==> config.mk <==
export PLATFORM = sky130hd
export DESIGN_NAME = sram_port_arbiter_flat
export DESIGN_NICKNAME = d
export VERILOG_FILES = /design/src/rtl/sram_port_arbiter_if.sv /design/src/rtl/sram_port_arbiter.sv /design/src/flat_wrapper.sv
export SDC_FILE = /design/constraint.sdc
export NUM_CORES = 1
export LEC_CHECK = 0
export CORE_UTILIZATION = 30
export DETAILED_ROUTE_END_ITERATION = 8
export MAX_ROUTING_LAYER = met4
export SLEW_MARGIN = 30
export SYNTH_ARGS = -nofsm -noshare
export SYNTH_HDL_FRONTEND = slang
export SYNTH_SLANG_ARGS = --single-unit
==> constraint.sdc <==
create_clock -name clk -period 3.1 [get_ports clk]
set_clock_uncertainty 0.2 [all_clocks]
set_input_delay 0.465 -clock clk [delete_from_list [all_inputs] [get_ports clk]]
set_output_delay 0.465 -clock clk [all_outputs]
set_load 0.01 [all_outputs]
==> src/rtl/sram_port_arbiter_if.sv <==
// Bus bundle between two SRAM clients, the port arbiter and the spi_sram_encoder.
// The arbiter uses the slave view; the clients and encoder together use the master view.
interface sram_port_arbiter_if #(
  parameter int unsigned WORD_WIDTH    = 16,
  parameter int unsigned ADDRESS_WIDTH = 16
) ();

  logic                     a_req;
  logic [ADDRESS_WIDTH-1:0] a_address;
  logic                     a_write_enable;
  logic [WORD_WIDTH-1:0]    a_data_out;
  logic                     a_ack;
  logic [WORD_WIDTH-1:0]    a_data_in;

  logic                     b_req;
  logic [ADDRESS_WIDTH-1:0] b_address;
  logic                     b_write_enable;
  logic [WORD_WIDTH-1:0]    b_data_out;
  logic                     b_ack;
  logic [WORD_WIDTH-1:0]    b_data_in;

  logic                     enc_request;
  logic [ADDRESS_WIDTH-1:0] enc_address;
  logic                     enc_write_enable;
  logic [WORD_WIDTH-1:0]    enc_data_out;
  logic [WORD_WIDTH-1:0]    enc_data_in;
  logic                     enc_busy;
  logic                     enc_initialized;

  modport slave (
    input  a_req, a_address, a_write_enable, a_data_out,
    output a_ack, a_data_in,
    input  b_req, b_address, b_write_enable, b_data_out,
    output b_ack, b_data_in,
    output enc_request, enc_address, enc_write_enable, enc_data_out,
    input  enc_data_in, enc_busy, enc_initialized
  );

  modport master (
    output a_req, a_address, a_write_enable, a_data_out,
    input  a_ack, a_data_in,
    output b_req, b_address, b_write_enable, b_data_out,
    input  b_ack, b_data_in,
    input  enc_request, enc_address, enc_write_enable, enc_data_out,
    output enc_data_in, enc_busy, enc_initialized
  );

endinterface

==> src/rtl/sram_port_arbiter.sv <==
// Round-robin two-port front end for spi_sram_encoder: converts req/ack clients into
// the encoder's request/busy handshake and latches the returned word per port.
module sram_port_arbiter #(
  parameter int unsigned WORD_WIDTH    = 16,
  parameter int unsigned ADDRESS_WIDTH = 16
) (
  input logic                  clk,
  input logic                  reset,
  sram_port_arbiter_if.slave   bus
);

  typedef enum logic [1:0] {StIdle, StIssue, StWait, StAck} state_e;
  typedef enum logic {PortA, PortB} port_e;

  state_e                   state_q, state_d;
  port_e                    grant_q, grant_d;
  port_e                    last_grant_q, last_grant_d;
  logic                     enc_request_q, enc_request_d;
  logic [ADDRESS_WIDTH-1:0] enc_address_q, enc_address_d;
  logic                     enc_write_enable_q, enc_write_enable_d;
  logic [WORD_WIDTH-1:0]    enc_data_out_q, enc_data_out_d;
  logic                     a_ack_q, a_ack_d;
  logic                     b_ack_q, b_ack_d;
  logic [WORD_WIDTH-1:0]    a_data_in_q, a_data_in_d;
  logic [WORD_WIDTH-1:0]    b_data_in_q, b_data_in_d;

  logic  can_grant;
  port_e winner;

  assign can_grant = bus.enc_initialized && !bus.enc_busy && (bus.a_req || bus.b_req);
  // On contention the port that did not win last time goes next.
  assign winner = (bus.b_req && (!bus.a_req || last_grant_q == PortA)) ? PortB : PortA;

  always_comb begin
    state_d            = state_q;
    grant_d            = grant_q;
    last_grant_d       = last_grant_q;
    enc_request_d      = enc_request_q;
    enc_address_d      = enc_address_q;
    enc_write_enable_d = enc_write_enable_q;
    enc_data_out_d     = enc_data_out_q;
    a_ack_d            = 1'b0;
    b_ack_d            = 1'b0;
    a_data_in_d        = a_data_in_q;
    b_data_in_d        = b_data_in_q;

    unique case (state_q)
      StIdle: begin
        if (can_grant) begin
          grant_d       = winner;
          last_grant_d  = winner;
          enc_request_d = 1'b1;
          state_d       = StIssue;
          if (winner == PortB) begin
            enc_address_d      = bus.b_address;
            enc_write_enable_d = bus.b_write_enable;
            enc_data_out_d     = bus.b_data_out;
          end else begin
            enc_address_d      = bus.a_address;
            enc_write_enable_d = bus.a_write_enable;
            enc_data_out_d     = bus.a_data_out;
          end
        end
      end
      StIssue: begin
        if (bus.enc_busy) begin
          enc_request_d = 1'b0;
          state_d       = StWait;
        end
      end
      StWait: begin
        // Writes also capture enc_data_in: the encoder echoes the written word.
        if (!bus.enc_busy) begin
          state_d = StAck;
          if (grant_q == PortB) begin
            b_data_in_d = bus.enc_data_in;
            b_ack_d     = 1'b1;
          end else begin
            a_data_in_d = bus.enc_data_in;
            a_ack_d     = 1'b1;
          end
        end
      end
      StAck: begin
        state_d = StIdle;
      end
    endcase
  end

  always_ff @(posedge clk) begin
    if (reset) begin
      state_q            <= StIdle;
      grant_q            <= PortA;
      last_grant_q       <= PortB;
      enc_request_q      <= 1'b0;
      enc_address_q      <= '0;
      enc_write_enable_q <= 1'b0;
      enc_data_out_q     <= '0;
      a_ack_q            <= 1'b0;
      b_ack_q            <= 1'b0;
      a_data_in_q        <= '0;
      b_data_in_q        <= '0;
    end else begin
      state_q            <= state_d;
      grant_q            <= grant_d;
      last_grant_q       <= last_grant_d;
      enc_request_q      <= enc_request_d;
      enc_address_q      <= enc_address_d;
      enc_write_enable_q <= enc_write_enable_d;
      enc_data_out_q     <= enc_data_out_d;
      a_ack_q            <= a_ack_d;
      b_ack_q            <= b_ack_d;
      a_data_in_q        <= a_data_in_d;
      b_data_in_q        <= b_data_in_d;
    end
  end

  assign bus.enc_request      = enc_request_q;
  assign bus.enc_address      = enc_address_q;
  assign bus.enc_write_enable = enc_write_enable_q;
  assign bus.enc_data_out     = enc_data_out_q;
  assign bus.a_ack            = a_ack_q;
  assign bus.b_ack            = b_ack_q;
  assign bus.a_data_in        = a_data_in_q;
  assign bus.b_data_in        = b_data_in_q;

endmodule

==> src/flat_wrapper.sv <==
// flat-port wrapper written by rule: the top's interface ports become plain ports
module sram_port_arbiter_flat 
#(
  parameter int unsigned WORD_WIDTH    = 16,
  parameter int unsigned ADDRESS_WIDTH = 16
)
  (clk, reset, bus_a_req, bus_a_address, bus_a_write_enable, bus_a_data_out, bus_a_ack, bus_a_data_in, bus_b_req, bus_b_address, bus_b_write_enable, bus_b_data_out, bus_b_ack, bus_b_data_in, bus_enc_request, bus_enc_address, bus_enc_write_enable, bus_enc_data_out, bus_enc_data_in, bus_enc_busy, bus_enc_initialized);
  sram_port_arbiter_if #(.WORD_WIDTH(WORD_WIDTH), .ADDRESS_WIDTH(ADDRESS_WIDTH)) bus_i ();
  input logic clk;
  input logic reset;
  input wire logic [$bits(bus_i.a_req)-1:0] bus_a_req;
  input wire logic [$bits(bus_i.a_address)-1:0] bus_a_address;
  input wire logic [$bits(bus_i.a_write_enable)-1:0] bus_a_write_enable;
  input wire logic [$bits(bus_i.a_data_out)-1:0] bus_a_data_out;
  output wire logic [$bits(bus_i.a_ack)-1:0] bus_a_ack;
  output wire logic [$bits(bus_i.a_data_in)-1:0] bus_a_data_in;
  input wire logic [$bits(bus_i.b_req)-1:0] bus_b_req;
  input wire logic [$bits(bus_i.b_address)-1:0] bus_b_address;
  input wire logic [$bits(bus_i.b_write_enable)-1:0] bus_b_write_enable;
  input wire logic [$bits(bus_i.b_data_out)-1:0] bus_b_data_out;
  output wire logic [$bits(bus_i.b_ack)-1:0] bus_b_ack;
  output wire logic [$bits(bus_i.b_data_in)-1:0] bus_b_data_in;
  output wire logic [$bits(bus_i.enc_request)-1:0] bus_enc_request;
  output wire logic [$bits(bus_i.enc_address)-1:0] bus_enc_address;
  output wire logic [$bits(bus_i.enc_write_enable)-1:0] bus_enc_write_enable;
  output wire logic [$bits(bus_i.enc_data_out)-1:0] bus_enc_data_out;
  input wire logic [$bits(bus_i.enc_data_in)-1:0] bus_enc_data_in;
  input wire logic [$bits(bus_i.enc_busy)-1:0] bus_enc_busy;
  input wire logic [$bits(bus_i.enc_initialized)-1:0] bus_enc_initialized;
  assign bus_i.a_req = bus_a_req;
  assign bus_i.a_address = bus_a_address;
  assign bus_i.a_write_enable = bus_a_write_enable;
  assign bus_i.a_data_out = bus_a_data_out;
  assign bus_a_ack = bus_i.a_ack;
  assign bus_a_data_in = bus_i.a_data_in;
  assign bus_i.b_req = bus_b_req;
  assign bus_i.b_address = bus_b_address;
  assign bus_i.b_write_enable = bus_b_write_enable;
  assign bus_i.b_data_out = bus_b_data_out;
  assign bus_b_ack = bus_i.b_ack;
  assign bus_b_data_in = bus_i.b_data_in;
  assign bus_enc_request = bus_i.enc_request;
  assign bus_enc_address = bus_i.enc_address;
  assign bus_enc_write_enable = bus_i.enc_write_enable;
  assign bus_enc_data_out = bus_i.enc_data_out;
  assign bus_i.enc_data_in = bus_enc_data_in;
  assign bus_i.enc_busy = bus_enc_busy;
  assign bus_i.enc_initialized = bus_enc_initialized;
  sram_port_arbiter #(.WORD_WIDTH(WORD_WIDTH), .ADDRESS_WIDTH(ADDRESS_WIDTH)) u_core (.clk(clk), .reset(reset), .bus(bus_i));
endmodule
=== Word-level counts from Yosys, hierarchy flattened ===
Index checks and enable logic that the tools add are counted.

* Equal/unequal tests: 6
* Multiplexer cells: 13
* Bitwise logic cells: 4
* Reduce and logical (&&, ||, !) cells: 15

{| class="wikitable"
|+ Operators by type and width
! cell !! number
|-
| $mux 16 || 2
|-
| $reduce_and 3->1 || 4
|-
| $pmux 2 s4 || 1
|-
| $mux 1 || 6
|-
| $mux 2 || 3
|-
| $eq 2x2->1 const B || 2
|-
| $ne 2x2->1 const B || 2
|-
| $not 1->1 || 4
|-
| $logic_and 1x1->1 || 3
|-
| $reduce_or 3->1 || 1
|-
| $eq 2x1->1 const B || 1
|-
| $logic_not 1->1 || 2
|-
| $logic_not 2->1 || 1
|-
| $logic_or 1x1->1 || 2
|-
| $ne 2x1->1 const B || 1
|-
| $pmux 1 s2 || 1
|-
| $reduce_and 2->1 || 1
|-
| $reduce_bool 2->1 || 1
|}

* Flip-flop bits (word level): 72
* Bits of input ports: 88
* Output and inout port bits: 68

=== Depth between registers and ports, before layout ===
Gate-level depths: netlist of run 1.

* Depth in word-level cells: 5
* Mapped depth: 7
* Mapped depth without buffers: 6

=== Least setup slack after synthesis of run 1 ===
Ideal clock, no wire load.

* Path type: flip-flop to flip-flop
* From: register u_core.state_q[0]
* To: register u_core.enc_address_q[10] (netlist: u_core.bus.enc_address[10])
* Setup time: 0.138 ns
* Arrival: 1.270 ns
* Required time: 2.762 ns
* Setup slack: 1.492 ns
* Stages on the path, launching flop included: 7
* Path buffers: 2
* Clock period less this slack: 1.608 ns
* Cells stage by stage: dfxtp_1 inv_1 ha_1 o2111a_1 buf_2 clkbuf_1 a211oi_1

* Longest elaborated chain between the ends: 2

{| class="wikitable"
|+ Ends and longest elaborated chain
! what !! RTL line !! RTL
|-
| start: declaration || sram_port_arbiter.sv:15 || <nowiki>state_e state_q, state_d;</nowiki>
|-
| start signal: assignment || sram_port_arbiter.sv:92 || <nowiki>state_q <= StIdle;</nowiki>
|-
| start signal: assignment || sram_port_arbiter.sv:104 || <nowiki>state_q <= state_d;</nowiki>
|-
| $logic_not 2->1 || sram_port_arbiter.sv:47 || <nowiki>unique case (state_q)</nowiki>
|-
| $reduce_and 2->1 (no source line) || -- ||
|-
| end signal: assignment || sram_port_arbiter.sv:108 || <nowiki>enc_address_q <= enc_address_d;</nowiki>
|-
| end: declaration || sram_port_arbiter.sv:19 || <nowiki>logic [ADDRESS_WIDTH-1:0] enc_address_q, enc_address_d;</nowiki>
|}

Every way passes these cells.
A chain may end at the register's enable or synchronous reset.

=== Final worst setup path of run 1 ===
* From: input port bus_enc_busy
* To: register u_core.enc_data_out_q[1] (netlist: u_core.bus.enc_data_out[1])

* Longest elaborated chain between the ends: 4

{| class="wikitable"
|+ Ends and longest elaborated chain
! what !! RTL line !! RTL
|-
| start: declaration || flat_wrapper.sv:28 || <nowiki>input wire logic [$bits(bus_i.enc_busy)-1:0] bus_enc_busy;</nowiki>
|-
| $logic_not 1->1 || -- ||
|-
| $logic_and 1x1->1 (2 in series) || sram_port_arbiter.sv:30 || <nowiki>assign can_grant = bus.enc_initialized && !bus.enc_busy && (bus.a_req || bus.b_req);</nowiki>
|-
| $reduce_and 2->1 (no source line) || -- ||
|-
| end signal: assignment || sram_port_arbiter.sv:110 || <nowiki>enc_data_out_q <= enc_data_out_d;</nowiki>
|-
| end: declaration || sram_port_arbiter.sv:21 || <nowiki>logic [WORD_WIDTH-1:0] enc_data_out_q, enc_data_out_d;</nowiki>
|}

Every way passes these cells.

==> metrics.md, run 1 <==
| Metric | Value |
|---|---|
| Pwr/cell area | 540.2 mW/mm^2 |
| Die width | 100.9 um |
| Max Freq | 472.6 MHz |
| IO Count | 156 |
| Die ar. | 0.01018 mm^2 |
| DRC viols | 0 |
| Startpoint types | input pin |
| Grt met1 use | 0.1985 |
| Power, Total | 2561 uW |
| Setup CP Type | in -> reg |
| Min cycle time layout | 2.116 ns |
| WP data required | between 3 and 4 ns |
| Status | completed |
| Total Neg Setup Slack | 0 ns |
| Static Leakage | 0.001650 uW |
| Int Power | around 1800 uW |
| Total track usage | 0.1616 |
| Gate power share | 0.294 |
| Mux share of post-synthesis cell area | 0.1229 |
| Via density | 4.550 |
| Clk slew on worst S/H paths | 0.07 ns |
| Placed cells | 589 |
| First-pass GRT wire length | around 12000 um |
| Wire per inst | ~13 um |
| Clock power frac | 0.277 |
| Clk buf depth | 2 |
| Cts hold-fix bufs | 0 |
| Skew-Pair Late Insertion Delay | about 0.33 ns |
| Seq pwr share | 0.428 |
| Synth Net Count | 417 |
| Worst path max stage delay | ~0.50 ns |
| Slew Limit Fails | 0 |
| CP max FO | 51 |
| Post_cts resized | 0 |
| Most frequent cells in the layout | clkdlybuf4s50_1, dfxtp_1, nand2_1 |
| GR peak layer | met2 |
| Max IR drop VDD | 0.2332 mV |
| Final Hold Fails | 0 |
| CTS H-tree lvls | 3 |
| Post-Synth Adder-Cell Area | 0.01706 |
| Distinct cells, synth | 26 |
| Drt pass-1 iters | 4 |
| Ys async rst share | 0 |
| GRT Residual Overflow | 0 |
| Met3 Use GR | 0.07074 |
| Post-Route Utilization | 0.5057 |
| Worst min path class | reg -> reg |
| Routed Antenna Nets | 0 |
| Sequential share of the synthesized area | 0.4915 |
| Synthesized area | about 0.0029 mm^2 |
| Synth warnings | 0 |
| Synth Area in XOR/XNOR | 0 |
| Gp weighted congestion | between 0.7 and 0.8 |
| CTS Root Buffer Type | clkbuf_8 |
| Switching pwr | ~730 uW |
| Final setup vio count | 0 |
| Critical path data arrival time | roughly 2.2 ns |
| CTS Buf Count | 9 |
| Area Growth Syn to Fin | 61.60% |
| Layout cells sized above 1 | 0.04842 |
| Via count | 2748 |
| Largest family of logic cells by synthesized area | compound AO/OA/AOI/OAI gates |
| CP delay by family, top | buffers and inverters |
| Actual slew at the worst max-slew pin | 0.7472 ns |
| Max_slew headroom | 0.5003 |
| Crit-path cells | clkdlybuf4s50_1, inv_2, o2111a_2, buf_12, nor2_1, a211oi_1 |
| Number of synthesized flops with an enable pin | 0 |
| Initial antenna violation count | 0 |
| Compound-cell area share of the yosys netlist | 0.1655 |
| Final worst-path cycle share | 0.6826 |
| FF+latch count, synth | 72 |
| TritonCTS clock tree | done |
| CP bufs+invs | 3 |
| Final #Nets | 563 |
| Mean instance size in the synthesized netlist | 9.024 um^2 |
| Final Non-Filler Cells | 604 |
| Post-Route WL | 7962 um |
| Main synth FF type | dfxtp_1 |
| Setup Buffers After CTS | 0 |
| PortBufs | around 160 |
| Die outline height | a little over 100 um |
| Clk sink count | between 70 and 80 |
| Site row count | 35 |
| Post-synthesis simple-gate area fraction | 0.1463 |
| # diodes | 0 |
| Crit-path slowest cell | clkdlybuf4s50_1 |
| Commonest non-fill, non-tap cell in the layout | clkdlybuf4s50_1 |
| Hpwl dp | 5891 um |
| Number of global-route vias before repair | 2599 |
| Hold WS | 0.2532 ns |
| Pin count of the biggest net entering global routing | 52 |
| Max Cap Violations | 0 |
| M2 GR Usage | 0.2429 |
| Sw frac | 0.2845 |
| Core area | between 0.009 and 0.01 mm^2 |
| Crit end category | register |
| Synthesized instance count | around 330 |
| Initial DRC Count | 37 |
| RSZ-0062 raised after global routing | false |
| Starting Density | 0.3130 |
[registers in the layout (all words and copies together), names as in the netlist]
| register | count |
|---|---|
| u_core.bus.a_ack | 1 |
| u_core.bus.a_data_in | 16 |
| u_core.bus.b_ack | 1 |
| u_core.bus.b_data_in | 16 |
| u_core.bus.enc_address | 16 |
| u_core.bus.enc_data_out | 16 |
| u_core.bus.enc_request | 1 |
| u_core.bus.enc_write_enable | 1 |
| u_core.grant_q | 1 |
| u_core.last_grant_q | 1 |
| u_core.state_q | 2 |
[cell families (layout without fill, tap and decap cells)]
group	after synthesis	count (layout)
fa+ha+maj	4	4
compound gates	75	75
flops	72	72
simple gates	108	108
mux	36	36
buf+inv	30	180
[synthesized netlist by cell type, types with 2 or more instances]
library cell	count	area, um^2
a211oi_1	34	255.2
nand2_1	64	240.2
inv_1	4	15.01
mux2i_1	36	360.4
clkbuf_1	9	33.78
nand2b_1	3	18.77
o21ai_0	2	10.01
dfxtp_1	72	1441
ha_1	4	50.05
a21oi_1	33	165.2
buf_6	5	56.30
buf_2	9	45.04
nor2_1	37	138.9
[path summary, 6_finish.rpt]
path / startpoint / end / slack [ns] / cells after the start
setup / recovery: bus_enc_busy / u_core.bus.enc_data_out[1] / 0.98 / 6
hold / removal: u_core.bus.b_data_in[13] / u_core.bus.b_data_in[13] / 0.25 / 2
setup reg to reg: u_core.state_q[0] / u_core.bus.enc_data_out[1] / 1.04 / 6
hold reg to reg: u_core.bus.b_data_in[13] / u_core.bus.b_data_in[13] / 0.25 / 2
[stage by stage]
| step | setup WS (ns) | cell area (um^2) |
|---|---|---|
| floorplan | 1.492 | 2933 |
| global placement | 0.7445 | 4552 |
| detailed placement | 0.6589 | 4552 |
| CTS | 1.011 | 4740 |
| global route | 0.8929 | 4740 |
| finish | 0.9839 | 4740 |
[power groups by stage]
stage                     clock [uW]  combinational (uW)  sequential, uW
after detailed placement           0                 758            1120
after global placement             0                 746            1110
final                            710                 753            1100
after floorplan                    0                 348            1150
after CTS                        731                 761            1100
after global routing             771                 828            1110
[final cells by class]
class | count | area [um^2]
sequential | 72 | 1441
clock inverter | 3 | 42.54
fill | 929 | 4632
tap | 129 | 161.4
multi-input combinational | 223 | 1334
timing repair buffer | 160 | 1597
clock buffer | 12 | 145.1
inverter | 5 | 18.77
[per-layer routing]
metal  part of all wire  vias to the layer above
met2               0.42                      126
met1               0.47                     1209
met3               0.10                        7
met4              0.011                        0
met5                  0                        -
li1                   -                     1406
[tightest hold or removal path, cell delays in order (launching register included)]
cell,delay [ns]
dfxtp_1,0.31
nand2_1,0.05
a21oi_1,0.05
Power figures use the tool's default switching activity.
==> run 2: changes to the inputs <==
Clock period 3.1 ns to 2 ns, I/O delays scaled along.
==> metrics.md, run 2 (synthesis gave the netlist of run 1 again) <==
| Metric | Value |
|---|---|
| Status | completed |
| Skew-Pair Late Insertion Delay | 0.33 ns (about the same) |
| Worst Min Path Start | u_core.bus.a_data_in[12] |
| TritonCTS clock tree | done |
| Commonest non-fill, non-tap cell in the layout | clkdlybuf4s50_1 |
| Worst Hold Depth | 2 (unchanged) |
| Cts hold-fix bufs | 0 (unchanged) |
| Final Hold Fails | 0 (unchanged) |
| Wire per inst | 13.19 um (about the same) |
| Site row count | 35 (unchanged) |
| Via density | 4.609 (+1.3%) |
| Most frequent cells in the layout | clkdlybuf4s50_1, dfxtp_1, nand2_1 |
| DRC viols | 0 (unchanged) |
| CTS Buf Count | 9 (unchanged) |
| Worst r2r src | u_core.state_q[0] |
| Final #Nets | 569 (+1.1%) |
| CTS H-tree lvls | 3 (unchanged) |
| Setup CP Type | reg -> reg |
| PortBufs | 155 (unchanged) |
| IO Count | 156 (unchanged) |
| Total Neg Setup Slack | 0 ns (unchanged) |
| Startpoint types | register |
| Gp weighted congestion | 0.7298 (+2.5%) |
| Layout cells sized above 1 | 0.06846 (+0.02004) |
| Max IR drop VDD | 0.3712 mV (+59%) |
| Post_cts resized | 0 (unchanged) |
| R2R Path End | u_core.bus.enc_data_out[15] |
| Die width | 100.9 um (unchanged) |
| Final WS setup | 0.2003 ns (-0.7837 ns) |
| CP delay by family, top | compound AO/OA/AOI/OAI gates |
| Die outline height | 100.9 um (unchanged) |
| Max Freq | 555.6 MHz |
| Critical path data arrival time | 1.84 ns (-0.32 ns) |
| Final worst-path cycle share | 0.8999 |
| Max Cap Violations | 0 (unchanged) |
| Hold EP | u_core.bus.a_data_in[12] |
| R2r setup slk | 0.20 ns (-0.84 ns) |
| Initial DRC Count | 64 (+73%) |
| Min cycle time layout | ~1.8 ns |
| CTS Root Buffer Type | clkbuf_8 |
| Dpl ws | 0.01673 ns (-0.6421 ns) |
| Number of global-route vias before repair | 2649 (+1.9%) |
| Clk slew on worst S/H paths | 0.08 ns (about the same) |
| Setup Buffers After CTS | 0 (unchanged) |
| Cells on worst reg2reg path | 6 (unchanged) |
| Core area | 0.009371 mm^2 (unchanged) |
| Via count | 2816 (+2.5%) |
| Area Growth Syn to Fin | 65.49% |
| Hpwl dp | 6045 um (+2.6%) |
| Pwr/cell area | 862.6 mW/mm^2 (+60%) |
| GRT Residual Overflow | 0 (unchanged) |
| Crit-path slowest cell | o2111a_2 |
| Clk sink count | 72 (unchanged) |
| Final setup vio count | 0 (unchanged) |
| Crit end category | register |
| Static Leakage | 0.001712 uW (+3.8%) |
| Initial antenna violation count | 0 (unchanged) |
| Clk buf depth | 2 (unchanged) |
| Actual slew at the worst max-slew pin | 0.4215 ns (-0.3258 ns) |
| RSZ-0062 raised after global routing | false |
| Post-Route WL | 8061 um (+1.2%) |
| Slew Limit Fails | 0 (unchanged) |
| # diodes | 0 (unchanged) |
| First-pass GRT wire length | 12600 um (+1.4%) |
| Max_slew headroom | 0.7190 (+0.2187) |
| WP data required | 2.04 ns (-1.10 ns) |
| CP bufs+invs | 2 (-1) |
| Die ar. | 0.01018 mm^2 (unchanged) |
| CP max FO | 12 (-76%) |
| Pin count of the biggest net entering global routing | 41 (-21%) |
| Worst min path class | reg -> reg |
| Worst path max stage delay | 0.36 ns (-0.14 ns) |
| Routed Antenna Nets | 0 (unchanged) |
| Drt pass-1 iters | 4 (unchanged) |
| Hold WS | 0.2562 ns (+0.003063 ns) |
| Post-Route Utilization | 0.5179 (+0.01215) |
| Starting Density | 0.3130 (unchanged) |
| Total track usage | 0.1650 (+0.003349) |
| Power, Total | 4187 uW (+64%) |
| Crit-path cells | inv_1, ha_1, o2111a_2, buf_4, nor2_1, a211oi_1 |
[run 2: cell count changes in the layout (fill, tap and decap cells not counted), sizes merged]
| cell | previous run | this run |
|---|---|---|
| buf | 6 | 12 |
| clkinv | 1 | 3 |
| bufinv | 1 | 2 |
| clkbuf | 12 | 11 |
| clkinvlp | 1 | 0 |
[run 2: worst max path at each step]
stage                 startpoint                           to  slack [ns]  cells after the start
5_1_grt        u_core.state_q[0]  u_core.bus.enc_data_out[13]        0.02                      6
4_1_cts        u_core.state_q[0]     u_core.bus.b_data_in[15]        0.16                      5
3_5_place_dp           bus_b_req   u_core.bus.enc_address[13]        0.02                      5
3_3_place_gp           bus_b_req   u_core.bus.enc_address[11]        0.03                      5
6_report       u_core.state_q[0]  u_core.bus.enc_data_out[15]        0.20                      6
2_1_floorplan  u_core.state_q[0]   u_core.bus.enc_address[10]        0.39                      6
[run 2: through the flow]
stage,std cells,area (um^2)
after floorplan,325,2933
after global placement,595,4622
after detailed placement,595,4622
after CTS,611,4852
after global routing,611,4853
final,611,4853
[run 2: tightest hold or removal path: stages (launching register included)]
cell and delay, ns:
dfxtp_1 0.31, nand2_1 0.05, a21oi_1 0.05
[run 2: final cells by class]
class | instances | area (um^2)
Clock buffer | 11 | 151.4
Clock inverter | 5 | 78.83
Fill cell | 948 | 4518
Sequential cell | 72 | 1441
Multi-Input combinational cell | 223 | 1335
Inverter | 5 | 18.77
Timing Repair Buffer | 166 | 1667
Tap cell | 129 | 161.4
[run 2: layer usage]
metal	share of wire	GRT usage
met1	0.44	0.1972
met2	0.45	0.2587
met3	0.10	0.06103
met4	0.0071	0.05017
met5	0	-
[run 2: power by group]
group	switching, uW	internal [uW]	total [uW]
sequential	92.0	1600	1700
combinational	536	661	1200
clock	526	769	1290
